### src/rtl/network_queue_dequeue_ctrl.sv
`default_nettype none
// ============================================================================
// Module   : network_queue_dequeue_ctrl
// Brief    : Per-queue head/count tracking with next-pointer fetch on dequeue.
// Revision : 1.0 - initial release
// ============================================================================
module network_queue_dequeue_ctrl #(
    parameter int QUEUE_NUM = 8,
    parameter int QID_W     = 3,
    parameter int ADDR_W    = 9
) (
    input  logic                 i_clk,
    input  logic                 i_rst,
    input  logic                 i_enq_wr,
    input  logic [QID_W-1:0]     iv_enq_queue_id,
    input  logic [ADDR_W-1:0]    iv_enq_pkt_id,
    output logic                 o_enq_overflow,
    input  logic                 i_deq_req,
    input  logic [QID_W-1:0]     iv_deq_queue_id,
    output logic                 o_deq_ready,
    output logic                 o_deq_valid,
    output logic [ADDR_W-1:0]    ov_deq_pkt_id,
    output logic                 o_deq_empty,
    output logic [QUEUE_NUM-1:0] ov_queue_empty,
    output logic                 o_queue_rd,
    output logic [ADDR_W-1:0]    ov_queue_raddr,
    input  logic [ADDR_W-1:0]    iv_queue_rdata,
    input  logic                 i_queue_rdata_valid
);

    localparam int              CNT_W     = ADDR_W + 1;
    localparam logic [CNT_W-1:0] c_CNT_MAX = CNT_W'(1) << ADDR_W;
    localparam logic [CNT_W-1:0] c_CNT_ONE = CNT_W'(1);

    typedef enum logic [1:0] {
        IDLE_S = 2'd0,
        READ_S = 2'd1,
        WAIT_S = 2'd2
    } state_t;

    state_t               r_state_q,     w_state_d;
    logic [ADDR_W-1:0]    r_head_q  [QUEUE_NUM];
    logic [ADDR_W-1:0]    w_head_d  [QUEUE_NUM];
    logic [CNT_W-1:0]     r_count_q [QUEUE_NUM];
    logic [CNT_W-1:0]     w_count_d [QUEUE_NUM];
    logic [QID_W-1:0]     r_fetch_qid_q, w_fetch_qid_d;
    logic                 r_ready_q,     w_ready_d;
    logic                 r_enq_ovf_q,   w_enq_ovf_d;
    logic                 r_deq_valid_q, w_deq_valid_d;
    logic [ADDR_W-1:0]    r_deq_pkt_q,   w_deq_pkt_d;
    logic                 r_deq_empty_q, w_deq_empty_d;
    logic [QUEUE_NUM-1:0] r_qempty_q,    w_qempty_d;
    logic                 r_rd_q,        w_rd_d;
    logic [ADDR_W-1:0]    r_raddr_q,     w_raddr_d;

    logic                 w_deq_fire;
    logic [CNT_W-1:0]     w_deq_cnt;
    logic [CNT_W-1:0]     w_enq_cnt;

    assign w_deq_fire = i_deq_req && r_ready_q;

    always_comb begin
        w_state_d     = r_state_q;
        w_head_d      = r_head_q;
        w_count_d     = r_count_q;
        w_fetch_qid_d = r_fetch_qid_q;
        w_enq_ovf_d   = 1'b0;
        w_deq_valid_d = 1'b0;
        w_deq_pkt_d   = r_deq_pkt_q;
        w_deq_empty_d = 1'b0;
        w_rd_d        = 1'b0;
        w_raddr_d     = r_raddr_q;
        w_deq_cnt     = r_count_q[iv_deq_queue_id];
        w_enq_cnt     = '0;

        case (r_state_q)
            IDLE_S: begin
                if (w_deq_fire) begin
                    if (w_deq_cnt == '0) begin
                        w_deq_empty_d = 1'b1;
                    end else begin
                        w_deq_valid_d                = 1'b1;
                        w_deq_pkt_d                  = r_head_q[iv_deq_queue_id];
                        w_count_d[iv_deq_queue_id]   = w_deq_cnt - c_CNT_ONE;
                        if (w_deq_cnt != c_CNT_ONE) begin
                            w_rd_d        = 1'b1;
                            w_raddr_d     = r_head_q[iv_deq_queue_id];
                            w_fetch_qid_d = iv_deq_queue_id;
                            w_state_d     = READ_S;
                        end
                    end
                end
            end
            READ_S, WAIT_S: begin
                // Raddr stays put until the data returns; the RAM bypass compares against it.
                if (i_queue_rdata_valid) begin
                    w_head_d[r_fetch_qid_q] = iv_queue_rdata;
                    w_state_d               = IDLE_S;
                end else if (r_state_q == READ_S) begin
                    w_state_d = WAIT_S;
                end
            end
            default: w_state_d = IDLE_S;
        endcase

        // Enqueue sees the count after any same-cycle dequeue, so +1/-1 nets out.
        w_enq_cnt = w_count_d[iv_enq_queue_id];
        if (i_enq_wr) begin
            if (w_enq_cnt == c_CNT_MAX) begin
                w_enq_ovf_d = 1'b1;
            end else begin
                w_count_d[iv_enq_queue_id] = w_enq_cnt + c_CNT_ONE;
                if (w_enq_cnt == '0) begin
                    w_head_d[iv_enq_queue_id] = iv_enq_pkt_id;
                end
            end
        end

        w_ready_d = (w_state_d == IDLE_S);
    end

    for (genvar g = 0; g < QUEUE_NUM; g++) begin : g_empty
        assign w_qempty_d[g] = (r_count_q[g] == '0);
    end

    always_ff @(posedge i_clk or posedge i_rst) begin
        if (i_rst) begin
            r_state_q     <= IDLE_S;
            r_head_q      <= '{default: '0};
            r_count_q     <= '{default: '0};
            r_fetch_qid_q <= '0;
            r_ready_q     <= 1'b0;
            r_enq_ovf_q   <= 1'b0;
            r_deq_valid_q <= 1'b0;
            r_deq_pkt_q   <= '0;
            r_deq_empty_q <= 1'b0;
            r_qempty_q    <= '1;
            r_rd_q        <= 1'b0;
            r_raddr_q     <= '0;
        end else begin
            r_state_q     <= w_state_d;
            r_head_q      <= w_head_d;
            r_count_q     <= w_count_d;
            r_fetch_qid_q <= w_fetch_qid_d;
            r_ready_q     <= w_ready_d;
            r_enq_ovf_q   <= w_enq_ovf_d;
            r_deq_valid_q <= w_deq_valid_d;
            r_deq_pkt_q   <= w_deq_pkt_d;
            r_deq_empty_q <= w_deq_empty_d;
            r_qempty_q    <= w_qempty_d;
            r_rd_q        <= w_rd_d;
            r_raddr_q     <= w_raddr_d;
        end
    end

    assign o_enq_overflow = r_enq_ovf_q;
    assign o_deq_ready    = r_ready_q;
    assign o_deq_valid    = r_deq_valid_q;
    assign ov_deq_pkt_id  = r_deq_pkt_q;
    assign o_deq_empty    = r_deq_empty_q;
    assign ov_queue_empty = r_qempty_q;
    assign o_queue_rd     = r_rd_q;
    assign ov_queue_raddr = r_raddr_q;

endmodule
`default_nettype wire

### config.mk
export PLATFORM = sky130hd
export DESIGN_NAME = network_queue_dequeue_ctrl
export DESIGN_NICKNAME = d
export VERILOG_FILES = /design/src/rtl/network_queue_dequeue_ctrl.sv
export SDC_FILE = /design/constraint.sdc
export NUM_CORES = 1
export LEC_CHECK = 0
export BUFFER_PORTS_ARGS = -buffer_cell sky130_fd_sc_hd__buf_2
export CORE_MARGIN = 2
export CORE_UTILIZATION = 45
export CTS_BUF_LIST = sky130_fd_sc_hd__clkbuf_4
export DETAILED_ROUTE_END_ITERATION = 12
export HOLD_SLACK_MARGIN = 0.06
export PLACE_DENSITY = 0.61
export REMOVE_ABC_BUFFERS = 1
export SLEW_MARGIN = 20
export SYNTH_ARGS = -nofsm -noshare
export SYNTH_HDL_FRONTEND = slang
export SYNTH_SLANG_ARGS = --single-unit
### constraint.sdc
create_clock -name i_clk -period 7.3 [get_ports i_clk]
set_clock_uncertainty 0.15 [all_clocks]
set_input_delay 1.46 -clock i_clk [delete_from_list [all_inputs] [get_ports i_clk]]
set_output_delay 1.46 -clock i_clk [all_outputs]
set_load 0.1 [all_outputs]
==> results of run 1 <==
==> kinds of logic after synthesis <==
logic type,synth area share [%]
mux,31.71
buf+inv,3.283
flops,37.49
fa+ha+maj,0.6964
compound gates,11.63
simple gates,13.89
xor+xnor,1.303
==> metal layers <==
layer  part of all wire (%)  track usage [%]  vias to the layer above
met4                    6.5            20.38                        0
met3                    7.3            6.972                      156
li1                       -                -                     4514
met5                      0                0                        -
met2                     45            53.86                      541
met1                     41            44.96                     5275
==> layout make-up <==
| class | count | area [um2] | share of cell area (%) |
|---|---|---|---|
| antenna | 3 | 7.507 | 0.05409 |
| clock buffer | 19 | 142.6 | 1.028 |
| clock inverter | 13 | 125.1 | 0.9016 |
| inverter | 20 | 82.58 | 0.5950 |
| multi-input combinational | 867 | 7507 | 54.09 |
| sequential | 188 | 4715 | 33.97 |
| tap | 378 | 473.0 | 3.408 |
| timing repair buffer | 128 | 825.8 | 5.950 |
==> critical path, stage by stage <==
cell	delay (ns)
buf_2	0.65
mux4_2	0.41
mux2i_1	0.52
ha_1	0.32
and3_1	0.16
buf_4	0.18
a31oi_2	0.18
buf_4	0.31
nor2b_1	0.19
a211oi_1	0.09
or4_1	0.55
or3_1	0.47
nor4_2	0.47
xor2_2	0.46
a2bb2oi_1	0.18
==> how the worst max path moves through the flow <==
stage | end | slack (ns)
after global routing | r_count_q[69]$_DFF_PP0_ | 0.97
after floorplan | r_count_q[61]$_DFF_PP0_ | -2.26
after detailed placement | r_count_q[69]$_DFF_PP0_ | 0.47
after global placement | r_count_q[69]$_DFF_PP0_ | 0.44
final | r_count_q[69]$_DFF_PP0_ | 1.05
after CTS | r_count_q[69]$_DFF_PP0_ | 1.20
==> power groups by stage <==
stage,clock network (mW),registers [mW],logic [mW]
after CTS,0.600,2.02,2.81
after global placement,0,2.03,2.79
final,0.586,2.05,2.86
after floorplan,0,2.20,1.59
after global routing,0.632,2.08,3.02
after detailed placement,0,2.04,2.81
==> registers in the layout, summed over array words and instances (netlist names) <==
name / cells
o_enq_overflow: 1
ov_deq_pkt_id: 9
o_deq_valid: 1
r_fetch_qid_q: 3
ov_queue_empty: 8
o_deq_ready: 1
r_state_q: 2
o_deq_empty: 1
r_head_q: 72
ov_queue_raddr: 9
o_queue_rd: 1
r_count_q: 80
==> placed cells by master (no fill, tap or decap), types with 9 or more instances in the layout <==
cell	count
nor3_1	10
buf_4	68
clkbuf_4	19
a31oi_1	10
buf_2	59
inv_1	17
a21oi_1	39
xor2_1	9
mux2_1	41
mux4_2	24
o22ai_1	33
or4_1	21
mux2_2	143
o21ai_0	30
nor2_1	74
nand3_1	18
mux2i_1	127
nand2_1	63
dfrtp_1	180
nor4_1	17
nor2b_1	9
a211oi_1	15
==> stage by stage <==
step / area (um2) / hold slack [ns] / setup slack, ns / power, mW / setup TNS (ns)
5_1_grt: 13880 / 0.3503 / 0.9732 / 5.735 / 0
2_1_floorplan: 12240 / 0.2321 / -2.261 / 3.785 / -93.83
3_5_place_dp: 13600 / 0.2972 / 0.4695 / 4.841 / 0
3_3_place_gp: 13600 / 0.2914 / 0.4400 / 4.818 / 0
6_report: 13880 / 0.3206 / 1.049 / 5.491 / 0
4_1_cts: 13870 / 0.3254 / 1.196 / 5.427 / 0
==> impl_metrics.tcl, run 1 <==
set metrics [dict create \
    status "finished clean" \
    antenna_found_initial 1 \
    ys_types 89 \
    min_delay_worst_endpoint "ov_queue_empty[7]$_DFF_PP1_" \
    rsz0062_at_grt "false" \
    min_from "r_count_q[9]$_DFF_PP0_" \
    synth.top_cells.by_area "dfrtp_1 36%, mux2_2 13%, mux2i_1 10%" \
    crit_path_end_kind "flop" \
    switching_power_mw 2.737 \
    core_um2 27630 \
    seq_area_frac_synth_pct 37.49 \
    drt_iter0_drc 1101 \
    drive_gt1_share_pct 31.26 \
    peakVddDrop_mv 0.2386 \
    setup_viol 0 \
    relSlewSlack_pct 24.85 \
    cts.clk_slew.worst_paths_ns 0.16 \
    synth_area_um2 12580 \
    hold_viol_final 0 \
    clock.fmax_mhz 160.0 \
    regToRegEndpoint "r_count_q[69]$_DFF_PP0_" \
    grt.overflow.total 0 \
    die-area_um2 29300 \
    post_cts_resized 0 \
    cts_root_buffer "clkbuf_4" \
    synthFlopType "dfrtp_1" \
    yosysTopAreaCell "dfrtp_1" \
    ys_warn_count 0 \
    yosys.cell_count.top_type "dfrtp_1" \
    rows 61 \
    cts_buffers 17 \
    p_leak_nw 5.637 \
    final_antenna_net_count 0 \
    via_per_inst 6.489 \
    dp.cells 1581 \
    dieHeight_um 171.2 \
    power.share.combinational_pct 52.0 \
    stdcell_count 1616 \
    tritoncts "done" \
    hold_path_depth 1 \
    crit_start "iv_deq_queue_id[2]" \
    drv_slew 0 \
    final_nets 1258 \
    grt_usage_pct 34.67 \
    die_w_um 171.2 \
    io_buffer_count 59 \
    gp_congestion 1.062 \
    yosysTopAreaCellShare_pct 35.82 \
    area_growth_pct 10.36 \
    num_vias 10486 \
    grt_max_degree 121 \
    grt_pass1_wl_um 72510 \
    min_path_type "reg2reg" \
    cp.required_ns 7.69 \
    grt_pass1_vias 10440 \
    firstDrtPassIters 8 \
    cts_max_level 4 \
    avgSynthCellArea_um2 11.03 \
    synthCells 1140 \
    synth_seq_cells 188 \
    arrival_ns 6.64 \
    final_core_util_pct 50.23 \
    fin_crit_sh_pct 85.63 \
    seqPwrFrac_pct 37.3 \
    worstMarginPinSlew_ns 1.127 \
    drc_errors 0 \
    fillers 2605 \
    path_class "in2reg" \
    critPathMaxFanout 29 \
    drt-wirelength-per-cell_um 30.49 \
    synthArstFlopShare_pct 100.0 \
    clk_latency_ns 0.69 \
    ios 60 \
    cts_buffer_depth 2 \
    p_clk_share_pct 10.7 \
    drt-total-wl_um 49270 \
    hold_buffers 0 \
    synthTopCellsByCount "180 x dfrtp_1, 143 x mux2_2, 127 x mux2i_1" \
    synth_edf_count 0 \
    rrSetupSlack_ns 1.88 \
    p_sw_share_pct 49.85 \
    r2r_cells 13 \
    worst_r2r_startpoint "r_state_q[0]$_DFF_PP0_" \
    start_util_pct 45.52 \
    crit_path_start_kind "primary input" \
    max-cap-violations 0 \
    power_density_nw_per_um2 395.7 \
    min_period_ns 6.251 \
    hpwl_um 35900 \
    cts.sinks 188 \
    intPower_mw 2.754 \
    cts_setup_buffers 0 \
]
Note: power is estimated with default switching activity, not from simulation.
==> run 2, diff against run 1 <==
Settings changed: GPL_ROUTABILITY_DRIVEN from default to 0, PLACE_DENSITY 0.61 to default.
Clock period 7.3 ns to 7.43 ns, I/O delays scaled along.
==> impl_metrics.tcl, run 2 (synthesized netlist as in run 1, its figures left out) <==
set metrics [dict create \
    ios 60 \
    grt_usage_pct 32.18 \
    cp.required_ns 7.82 \
    r2r_cells 15 \
    top_regs "r_count_q (80), r_head_q (72)" \
    worst_r2r_startpoint "r_state_q[0]$_DFF_PP0_" \
    max-cap-violations 0 \
    rsz0062_at_grt "false" \
    min_from "r_count_q[8]$_DFF_PP0_" \
    fin_crit_sh_pct 81.90 \
    final_cell_mix "180 x dfrtp_1, 143 x mux2_2, 127 x mux2i_1, 74 x nor2_1, 63 x nand2_1" \
    power_density_nw_per_um2 384.3 \
    antenna_found_initial 5 \
    dp.cells 1573 \
    final_common_cell "dfrtp_1" \
    fillers 2591 \
    largest_reg_flops 80 \
    firstDrtPassIters 7 \
    min_path_type "reg2reg" \
    grt_max_degree 132 \
    cts_buffer_depth 2 \
    stdcell_count 1609 \
    drc_errors 0 \
    post_cts_resized 0 \
    die_w_um 171.2 \
    status "finished clean" \
    area_growth_pct 9.601 \
    grt_pass1_wl_um 68430 \
    drv_slew 0 \
    tns_ns 0 \
    cts_root_buffer "clkbuf_4" \
    setup_viol 0 \
    rows 61 \
    rrSetupSlack_ns 2.38 \
    crit_path_end_kind "flop" \
    grt_pass1_vias 10301 \
    relSlewSlack_pct 27.87 \
    min_delay_worst_endpoint "ov_queue_empty[7]$_DFF_PP1_" \
    cts.sinks 188 \
    clock.fmax_mhz 164.3 \
    worstMarginPinSlew_ns 1.074 \
    cts_setup_buffers 0 \
    crit_path_start_kind "primary input" \
    clk_latency_ns 0.64 \
    peakVddDrop_mv 0.2253 \
    cts_max_level 4 \
    grt.overflow.total 0 \
    largest-register "r_count_q" \
    tritoncts "done" \
    regToRegEndpoint "r_count_q[66]$_DFF_PP0_" \
    num_vias 10637 \
    critPathMaxFanout 35 \
    cts_buffers 17 \
    hold_buffers 0 \
    dieHeight_um 171.2 \
    die-area_um2 29300 \
    arrival_ns 6.47 \
    drt_iter0_drc 1220 \
    start_util_pct 45.52 \
    via_per_inst 6.611 \
    io_buffer_count 59 \
    p_leak_nw 5.589 \
    final_antenna_net_count 0 \
    drt-wirelength-per-cell_um 28.71 \
    cts.clk_slew.worst_paths_ns 0.17 \
    hold_viol_final 0 \
    drive_gt1_share_pct 30.56 \
    hpwl_um 31940 \
    hold_path_depth 1 \
    final_nets 1250 \
    core_um2 27630 \
    path_class "in2reg" \
    min_period_ns 6.086 \
    drt-total-wl_um 46190 \
]
## run 2: critical path, stage by stage
cell	delay [ns]
buf_2	0.67
nor2b_1	0.57
a311oi_1	0.22
ha_1	0.32
and3_1	0.24
buf_4	0.19
a31oi_1	0.33
buf_4	0.31
a211oi_1	0.10
or4_1	0.58
o21ai_2	0.28
nor3_2	0.09
buf_12	0.19
nor3_2	0.32
buf_4	0.25
mux2i_1	0.25
## run 2: layout make-up
cell class / instances / area (um2) / area share, %
clock inverters: 13 / 106.4 / 0.7716
multi-input cells: 867 / 7488 / 54.33
repair buffers: 120 / 765.7 / 5.556
well taps: 378 / 473.0 / 3.431
inverters: 20 / 82.58 / 0.5991
clock buffers: 19 / 142.6 / 1.035
flip-flops and latches: 188 / 4715 / 34.20
diodes: 4 / 10.01 / 0.07262
## run 2: layer usage
metal | GRT usage (%) | share of wire (%)
met1 | 40.94 | 39
met2 | 47.72 | 43
met3 | 8.882 | 9.9
met4 | 21.67 | 7.8
met5 | 0.5217 | 0
## run 2: per-stage QoR
stage / area (um2) / utilization, % / hold WS [ns] / power, mW / setup WS (ns)
6_report: 13780 / 49.89 / 0.3304 / 5.296 / 1.344
5_1_grt: 13780 / 49.86 / 0.3251 / 5.532 / 1.297
2_1_floorplan: 12240 / - / 0.2321 / 3.719 / -2.157
3_3_place_gp: 13520 / 48.95 / 0.2937 / 4.613 / 1.037
3_5_place_dp: 13520 / 48.95 / 0.2998 / 4.652 / 0.9766
4_1_cts: 13770 / 49.85 / 0.3206 / 5.208 / 1.627
## run 2: worst max-delay path by stage
| stage | to | cells after the start | slack [ns] | from |
|---|---|---|---|---|
| 6_report | r_count_q[66]$_DFF_PP0_ | 16 | 1.34 | iv_deq_queue_id[2] |
| 5_1_grt | r_head_q[43]$_DFF_PP0_ | 15 | 1.30 | iv_deq_queue_id[0] |
| 4_1_cts | r_count_q[66]$_DFF_PP0_ | 16 | 1.63 | iv_deq_queue_id[0] |
| 3_5_place_dp | r_count_q[66]$_DFF_PP0_ | 16 | 0.98 | iv_deq_queue_id[0] |
| 3_3_place_gp | r_count_q[69]$_DFF_PP0_ | 14 | 1.04 | iv_deq_queue_id[2] |
| 2_1_floorplan | r_count_q[61]$_DFF_PP0_ | 15 | -2.16 | iv_deq_queue_id[0] |
## run 2: report_power, final
part	internal [mW]	leakage [nW]	switching, mW
registers	1.47	2.32	0.543
clock network	0.149	0.138	0.404
logic	1.05	3.13	1.68
total	2.67	5.59	2.62
